$ cat config.mk
export PLATFORM = sky130hd
export DESIGN_NAME = serial_io_bus_decoder
export DESIGN_NICKNAME = d
export VERILOG_FILES = /design/src/rtl/serial_io_pkg.sv /design/src/rtl/sio_reset_pulse.sv /design/src/rtl/serial_io_bus_decoder.sv
export SDC_FILE = /design/constraint.sdc
export NUM_CORES = 1
export LEC_CHECK = 0
export ABC_AREA = 0
export CAP_MARGIN = 25
export CORE_MARGIN = 2
export CORE_UTILIZATION = 25
export CTS_BUF_LIST = sky130_fd_sc_hd__clkbuf_4
export DETAILED_ROUTE_END_ITERATION = 12
export PLACE_DENSITY = 0.45
export SYNTH_ARGS = -nofsm -noshare
export SYNTH_HDL_FRONTEND = slang
export SYNTH_SLANG_ARGS = --single-unit
$ cat constraint.sdc
create_clock -name Clock -period 2.9 [get_ports Clock]
set_input_delay 0.58 -clock Clock [delete_from_list [all_inputs] [get_ports Clock]]
set_output_delay 0.58 -clock Clock [all_outputs]
set_load 0.005 [all_outputs]
$ cat src/rtl/serial_io_pkg.sv
// Shared constants for the serial IO bus decoder: FSM state codes, block offsets and channel limit.
package serial_io_pkg;

   localparam int unsigned MaxCh = 8;

   localparam logic [1:0] StIdle = 2'd0;
   localparam logic [1:0] StWait = 2'd1;
   localparam logic [1:0] StAck  = 2'd2;
   localparam logic [1:0] StHold = 2'd3;

   // Channel 0 sits at BASE_BLK; the control register follows the last channel.
   localparam logic [11:0] ChBlkOfs = 12'h000;

   function automatic logic [11:0] ctrl_blk_ofs(input int unsigned num_ch);
      return ChBlkOfs + 12'(num_ch);
   endfunction

endpackage

$ cat src/rtl/sio_reset_pulse.sv
// Per-channel reset pulse generator: a trigger (re)loads the down-counter, output low while nonzero.
module sio_reset_pulse #(
   parameter int unsigned RstCyc = 50000
) (
   input  logic clk_i,
   input  logic rst_i,
   input  logic trig_i,
   output logic rst_no
);

   localparam int unsigned CntW = $clog2(RstCyc + 1);

   logic [CntW-1:0] cnt_d, cnt_q;

   always_comb begin
      cnt_d = cnt_q;
      if (trig_i) begin
         cnt_d = CntW'(RstCyc);
      end else if (cnt_q != '0) begin
         cnt_d = cnt_q - CntW'(1);
      end
   end

   always_ff @(posedge clk_i) begin
      if (rst_i) begin
         cnt_q <= '0;
      end else begin
         cnt_q <= cnt_d;
      end
   end

   assign rst_no = (cnt_q == '0);

endmodule

$ cat src/rtl/serial_io_bus_decoder.sv
// IO bus decoder for NUM_CH UART channels plus a per-channel reset control register.
// Optional macro SERIAL_IO_DECODE_ERR_EN turns unmapped/odd-byte accesses into Bus_Err_H strobes.
module serial_io_bus_decoder
   import serial_io_pkg::*;
#(
   parameter int unsigned NUM_CH   = 4,
   parameter logic [11:0] BASE_BLK = 12'h020,
   parameter int unsigned WAIT_CYC = 2,
   parameter int unsigned RST_CYC  = 50000
) (
   input  logic              Clock,
   input  logic              Reset_H,
   input  logic [15:0]       Address,
   input  logic              IOSelect_H,
   input  logic              ByteSelect_L,
   input  logic              Write_L,
   input  logic [7:0]        DataIn,
   output logic [NUM_CH-1:0] Port_Enable,
   output logic [NUM_CH-1:0] Port_RST_n,
   output logic              IO_Ack_H,
   output logic              Bus_Err_H
);

   logic [11:0]       blk_ofs;
   logic              ch_hit, ctrl_hit;
   logic [NUM_CH-1:0] dec_en;
   logic [NUM_CH-1:0] trig;

   logic [1:0]        state_d, state_q;
   logic [3:0]        wait_cnt_d, wait_cnt_q;
   logic [NUM_CH-1:0] en_d, en_q;
   logic              ack_d, ack_q;
   logic              ctrl_wr_d, ctrl_wr_q;
   logic [NUM_CH-1:0] mask_d, mask_q;
   logic              err_d;

   logic unused_bits;
   assign unused_bits = ^{Address[3:0], DataIn};

   assign blk_ofs  = Address[15:4] - BASE_BLK - ChBlkOfs;
   assign ch_hit   = IOSelect_H && !ByteSelect_L && (blk_ofs < 12'(NUM_CH));
   assign ctrl_hit = IOSelect_H && !ByteSelect_L && (blk_ofs == ctrl_blk_ofs(NUM_CH));

   always_comb begin
      for (int i = 0; i < NUM_CH; i++) begin
         dec_en[i] = ch_hit && (blk_ofs == 12'(i));
      end
   end

`ifdef SERIAL_IO_DECODE_ERR_EN
   logic bad_acc;
   logic err_q;
   assign bad_acc = IOSelect_H && !ch_hit && !ctrl_hit;
`endif

   always_comb begin
      state_d    = state_q;
      wait_cnt_d = wait_cnt_q;
      en_d       = en_q;
      ack_d      = 1'b0;
      err_d      = 1'b0;
      ctrl_wr_d  = ctrl_wr_q;
      mask_d     = mask_q;
      case (state_q)
         StIdle: begin
            if (ch_hit || ctrl_hit) begin
               en_d      = dec_en;
               ctrl_wr_d = ctrl_hit && !Write_L;
               mask_d    = DataIn[NUM_CH-1:0];
               if (WAIT_CYC == 0) begin
                  state_d = StAck;
                  ack_d   = 1'b1;
               end else begin
                  state_d    = StWait;
                  wait_cnt_d = 4'(WAIT_CYC - 1);
               end
            end
`ifdef SERIAL_IO_DECODE_ERR_EN
            else if (bad_acc) begin
               state_d = StHold;
               err_d   = 1'b1;
            end
`endif
         end
         StWait: begin
            // Master gave up the cycle: abandon it without acknowledging.
            if (!IOSelect_H) begin
               state_d   = StIdle;
               en_d      = '0;
               ctrl_wr_d = 1'b0;
            end else if (wait_cnt_q == 4'd0) begin
               state_d = StAck;
               ack_d   = 1'b1;
            end else begin
               wait_cnt_d = wait_cnt_q - 4'd1;
            end
         end
         StAck: begin
            state_d = StHold;
         end
         StHold: begin
            if (!IOSelect_H) begin
               state_d = StIdle;
               en_d    = '0;
            end
         end
         default: begin
            state_d = StIdle;
            en_d    = '0;
         end
      endcase
   end

   always_ff @(posedge Clock) begin
      if (Reset_H) begin
         state_q    <= StIdle;
         wait_cnt_q <= '0;
         en_q       <= '0;
         ack_q      <= 1'b0;
         ctrl_wr_q  <= 1'b0;
         mask_q     <= '0;
      end else begin
         state_q    <= state_d;
         wait_cnt_q <= wait_cnt_d;
         en_q       <= en_d;
         ack_q      <= ack_d;
         ctrl_wr_q  <= ctrl_wr_d;
         mask_q     <= mask_d;
      end
   end

`ifdef SERIAL_IO_DECODE_ERR_EN
   always_ff @(posedge Clock) begin
      if (Reset_H) begin
         err_q <= 1'b0;
      end else begin
         err_q <= err_d;
      end
   end
   assign Bus_Err_H = err_q;
`else
   logic unused_err;
   assign unused_err = err_d;
   assign Bus_Err_H  = 1'b0;
`endif

   // Only the ACK cycle fires the triggers, so each control write acts once.
   assign trig = ((state_q == StAck) && ctrl_wr_q) ? mask_q : '0;

   for (genvar i = 0; i < NUM_CH; i++) begin : g_ch
      sio_reset_pulse #(
         .RstCyc(RST_CYC)
      ) u_rst_pulse (
         .clk_i (Clock),
         .rst_i (Reset_H),
         .trig_i(trig[i]),
         .rst_no(Port_RST_n[i])
      );
   end

   assign Port_Enable = en_q;
   assign IO_Ack_H    = ack_q;

endmodule

# After elaboration in Yosys (flattened, before gate mapping)
# Index checks and enable logic that the tools add are counted.
[word_totals]
register_bits = 80
elab_cells = 102
[classes]
addsub = 6
n_lt_le_gt_ge = 1
n_eq_ne = 14
n_mux = 25
bitwise = 2
reduce_logical = 40
[ops]
columns = ["op", "n"]
rows = [
  ["2-to-1 mux 16 bit", 8],
  ["zero test 16 bit", 4],
  ["nonzero test 16 bit", 4],
  ["subtractor 16 x 1 -> 16 bit (second input constant)", 4],
  ["equality test 12 x 2 -> 1 bit (second input constant)", 2],
  ["2-to-1 mux 4 bit", 6],
  ["case mux 4 bit (2 select lines)", 2],
  ["equality test 12 x 1 -> 1 bit (second input constant)", 1],
  ["equality test 12 x 3 -> 1 bit (second input constant)", 1],
  ["zero test 12 bit", 1],
  ["less-than comparator 12 x 3 -> 1 bit (second input constant)", 1],
  ["inequality test 2 bit (second input constant)", 6],
  ["nonzero test 2 bit", 6],
  ["subtractor 12 x 6 -> 12 bit (second input constant)", 1],
  ["OR reduction 2 bit", 5],
  ["logical AND 1 bit", 9],
  ["AND reduction 3 bit", 3],
  ["2-to-1 mux 2 bit", 4],
  ["case mux 2 bit (4 select lines)", 1],
  ["equality test 2 bit (second input constant)", 2],
  ["zero test 4 bit", 1],
  ["AND reduction 4 bit", 1],
  ["subtractor 4 x 1 -> 4 bit (second input constant)", 1],
  ["2-to-1 mux 1 bit", 3],
  ["other kinds (9)", 11],
]

# Depth between registers and ports, before layout
[logic_depth]
depth_word = 6
depth_mapped = 7
depth_no_buf = 7

# By module
# A second synthesis with hierarchy kept.
[unflattened]
cells_unflattened = 493
hier_area_um2 = 4460.5
[by_module_without_submodules]
columns = ["module", "n_inst", "cells_per_inst", "area_each_um2", "seq_area_each_um2"]
rows = [
  ["sio_reset_pulse", 4, 97, 887.1, 320.3],
  ["serial_io_bus_decoder", 1, 105, 912.1, 320.3],
]

# Least setup slack after synthesis
# Ideal clock, no wire load.
[synth_timing]
path_kind = "register to output"
from = "register g_ch[3].u_rst_pulse.cnt_q[0]"
to = "output Port_RST_n[3]"
arrival_time_ps = 1721
t_required_ps = 2320
path_slack_ps = 599
path_stages_with_launch = 7
n_path_buf = 2
path_cell_list = "dfxtp_1 inv_1 ha_1 or3b_2 clkbuf_1 nor4_4 buf_4"
[synth_via]
elab_chain_len = 1
[synth_lines]
columns = ["element", "line_no", "source"]
rows = [
  ["from (decl)", "sio_reset_pulse.sv:13", "logic [CntW-1:0] cnt_d, cnt_q;"],
  ["from (signal assigned)", "sio_reset_pulse.sv:28", "cnt_q <= cnt_d;"],
  ["zero test 16 bit", "sio_reset_pulse.sv:32", "assign rst_no = (cnt_q == '0);"],
  ["to (decl)", "serial_io_bus_decoder.sv:19", "output logic [NUM_CH-1:0] Port_RST_n,"],
]
# Every way passes these cells.

# Final worst setup path
[layout_timing]
from = "register g_ch[1].u_rst_pulse.cnt_q[0]"
to = "output Port_RST_n[1]"
[layout_via]
elab_chain_len = 1
[layout_lines]
columns = ["element", "line_no"]
rows = [
  ["from (decl)", "sio_reset_pulse.sv:13"],
  ["from (signal assigned)", "sio_reset_pulse.sv:28"],
  ["zero test 16 bit", "sio_reset_pulse.sv:32"],
]
# Every way passes these cells.

==> impl_results.md <==
- Status: finished, final reports clean
- CP Launch Type: flop
- Starting Density: 0.258
- DR WL/cell: 13.4 um
- DR DRC count: 0
- Yosys Warn Count: 0
- EDFF count, synth: 0
- WP data required: 2.32 ns
- Post-route minimum period: 2.74 ns
- Most frequent cells in the layout: 80 x dfxtp_1, 36 x a21oi_1, 30 x or4_1
- First-pass GRT wire length: 17.1 mm
- Layout cells sized above 1: 0.116
- Commonest non-fill, non-tap cell in the layout: dfxtp_1
- Clk_lat worst skew: 0.46 ns
- Path type of the worst setup path: flop to primary output
- Area Overhead vs Synth: 20.2%
- RR Startpoint: g_ch[2].u_rst_pulse.cnt_q[0]$_SDFFE_PP0N_
- Die X: 132 um
- Sw Ratio: 0.437
- Synth Area in XOR/XNOR: 0.0191
- Min Hold Slack: 0.483 ns
- Finished Layout Cells: 753
- Adder-Cell Fraction of Synth Area: 0.0213
- Final Wtd Congestion: 0.729
- Final Hold Fails: 0
- Largest net degree at the start of global routing: 30
- Worst Path Arrival: 2.16 ns
- Die height: 132 um
- Leakage: 0.00178 uW
- Gr usage total: 0.118
- Worst slew margin: 0.522
- Final worst path period share: 0.945
- # rows: 46
- Root Buffer: clkbuf_4
- Worst Tran Pin Value: 0.711 ns
- RSZ-0062 raised after global routing: no
- Sw Pwr: 2640 uW
- Hold path startpoint: g_ch[1].u_rst_pulse.cnt_q[11]$_SDFFE_PP0N_
- Power per cell area: 1220 mW/mm^2
- Via total after detailed routing: 3,815
- H-tree level count: 3
- Mux contribution to synthesized area: 0.0200
- Final Cell Area: 0.00495 mm^2
- Worst-path clk slew: 0.14 ns
- DP Cell Count: 735
- Yosys reg bits: 80
- Drt pass-1 iters: 4
- Syn_area_per_cell: 8.41 um^2
- Logic pwr share: 0.556
- Largest family of logic cells by synthesized area: simple AND/OR/NAND/NOR gates
- Synth Area in Compound Gates: 0.185
- TritonCTS clock tree: built
- Total CTS buffers: 9
- Max Cap Viol: 0
- Crit path launch: g_ch[1].u_rst_pulse.cnt_q[0]$_SDFFE_PP0N_
- Register area share after synthesis: 0.389
- Int Power: 3400 uW
- Die area: 0.0175 mm^2
- Sequential power share: 0.318
- Fin nets: 567
- Fmax: 365 MHz
- Core ar.: 0.0160 mm^2
- Max Buffers Root-to-Sink: 2
- Clk sink count: 80
- ANT nets after route: 0
- Finish-stage setup viols: 0
- Post-Route WL: 10.1 mm
- Main synth FF type: dfxtp_1
- Via density: 5.07
- Vias in the first global route: 3,572
- CP max FO: 5
- Max Slew Vio Count: 0
- Post-DP HPWL: 7.17 mm
- Max VDD drop: 0.000505 V
- Crit path capture type: primary output
- Cell area after synthesis: 0.00412 mm^2
- Grt ovf: 0
- Skew final: 0.0209 ns
- Total negative slack: 0 ns
- First DRT Iteration DRCs: 162
- Dpl cell area: 0.00475 mm^2
- Power share of the clock group: 0.126
- Mapped Nets: 526
- Hold-fix buffers at CTS: 0
- # IOs: 39
- Post-Synth Simple-Gate Area: 0.321
- Synthesized instance count: 490
- Hold Path Class: flop to flop
- Post-synth ARST share: 0
- Synth unique cells: 56
- Initial antenna violation count: 1
- Port Buffers: 29
cell families (layout without fill, tap and decap cells):
logic type                 count (synthesis)  after routing
xor gates and xnor gates                   9              9
DFF                                       80             80
muxes                                      8              8
and+or+nand+nor                          219            219
other                                      1              2
buffers and inverters                     43             89
AOI/OAI and AO/OA                        123            123
adders and majority gates                  7              7
sequential cells by signal (all words and copies together), names as in the netlist, named ones only:
name                    count
IO_Ack_H                    1
wait_cnt_q                  4
Port_Enable                 4
g_ch.u_rst_pulse.cnt_q     64
ctrl_wr_q                   1
state_q                     1
mask_q                      4
path summary, 6_finish.rpt:
check,slack [ns],cells after the start,endpoint
worst max-delay path,0.16,6,Port_RST_n[1]
worst min-delay path,0.48,2,g_ch[1].u_rst_pulse.cnt_q[11]$_SDFFE_PP0N_
worst max register to register,0.55,7,g_ch[2].u_rst_pulse.cnt_q[10]$_SDFFE_PP0N_
worst min register to register,0.48,2,g_ch[1].u_rst_pulse.cnt_q[11]$_SDFFE_PP0N_
routing by layer:
metal / global-route usage / part of all wire / wire length [um]
met5: 0 / 0 / 0
met4: 0.0609 / 0.021 / 216
met3: 0.0242 / 0.043 / 433
met2: 0.176 / 0.44 / 4430
met1: 0.161 / 0.50 / 5000
cell type report:
class                   instances  area (um^2)
fillers                      1769        11000
multi-input cells             367         2380
flip-flops and latches         80         1600
repair buffers                 53          469
well taps                     216          270
clock inverters                 7         86.3
inverters                      20         75.1
clock buffers                   9         67.6
diodes                          1         2.50
Yosys cell counts, types with 16 or more instances:
cell,count,area share
dfxtp_1,80,0.39
a21oi_1,36,0.044
or4_1,31,0.056
o21ai_0,24,0.029
nor3_1,22,0.027
clkbuf_1,16,0.015
a31oi_1,21,0.032
nor2_1,26,0.024
inv_1,19,0.017
nand2_1,25,0.023
stage by stage:
stage	setup slack, ns	total power [uW]	util
detailed placement	0.254	5180	0.297
CTS	0.00198	5990	0.307
global route	0.0134	6610	0.310
global placement	0.289	5110	0.297
finish	0.160	6030	0.310
floorplan	0.599	4220	-
power by group through the flow:
stage               Combinational (uW)  Clock [uW]  Sequential [uW]
floorplan                         2410           0             1810
finish                            3350         759             1920
detailed placement                3260           0             1920
CTS                               3290         792             1900
global placement                  3200           0             1900
global route                      3790         838             1990
worst max-delay path: stages, from the launching register on:
cell and delay (ns):
dfxtp_1 0.37, inv_1 0.09, ha_1 0.20, nor3b_4 0.24, nand3_2 0.15, nor2_4 0.14, clkdlybuf4s50_1 0.51
what timing repair did:
action                                  in CTS  in global routing
endpoints found under the setup margin       3                  3
endpoints found under the hold margin        0                  0
pin swaps                                    0                  2
gates resized for setup                      5                  6
setup buffers                                0                  1
Power figures use the tool's default switching activity.
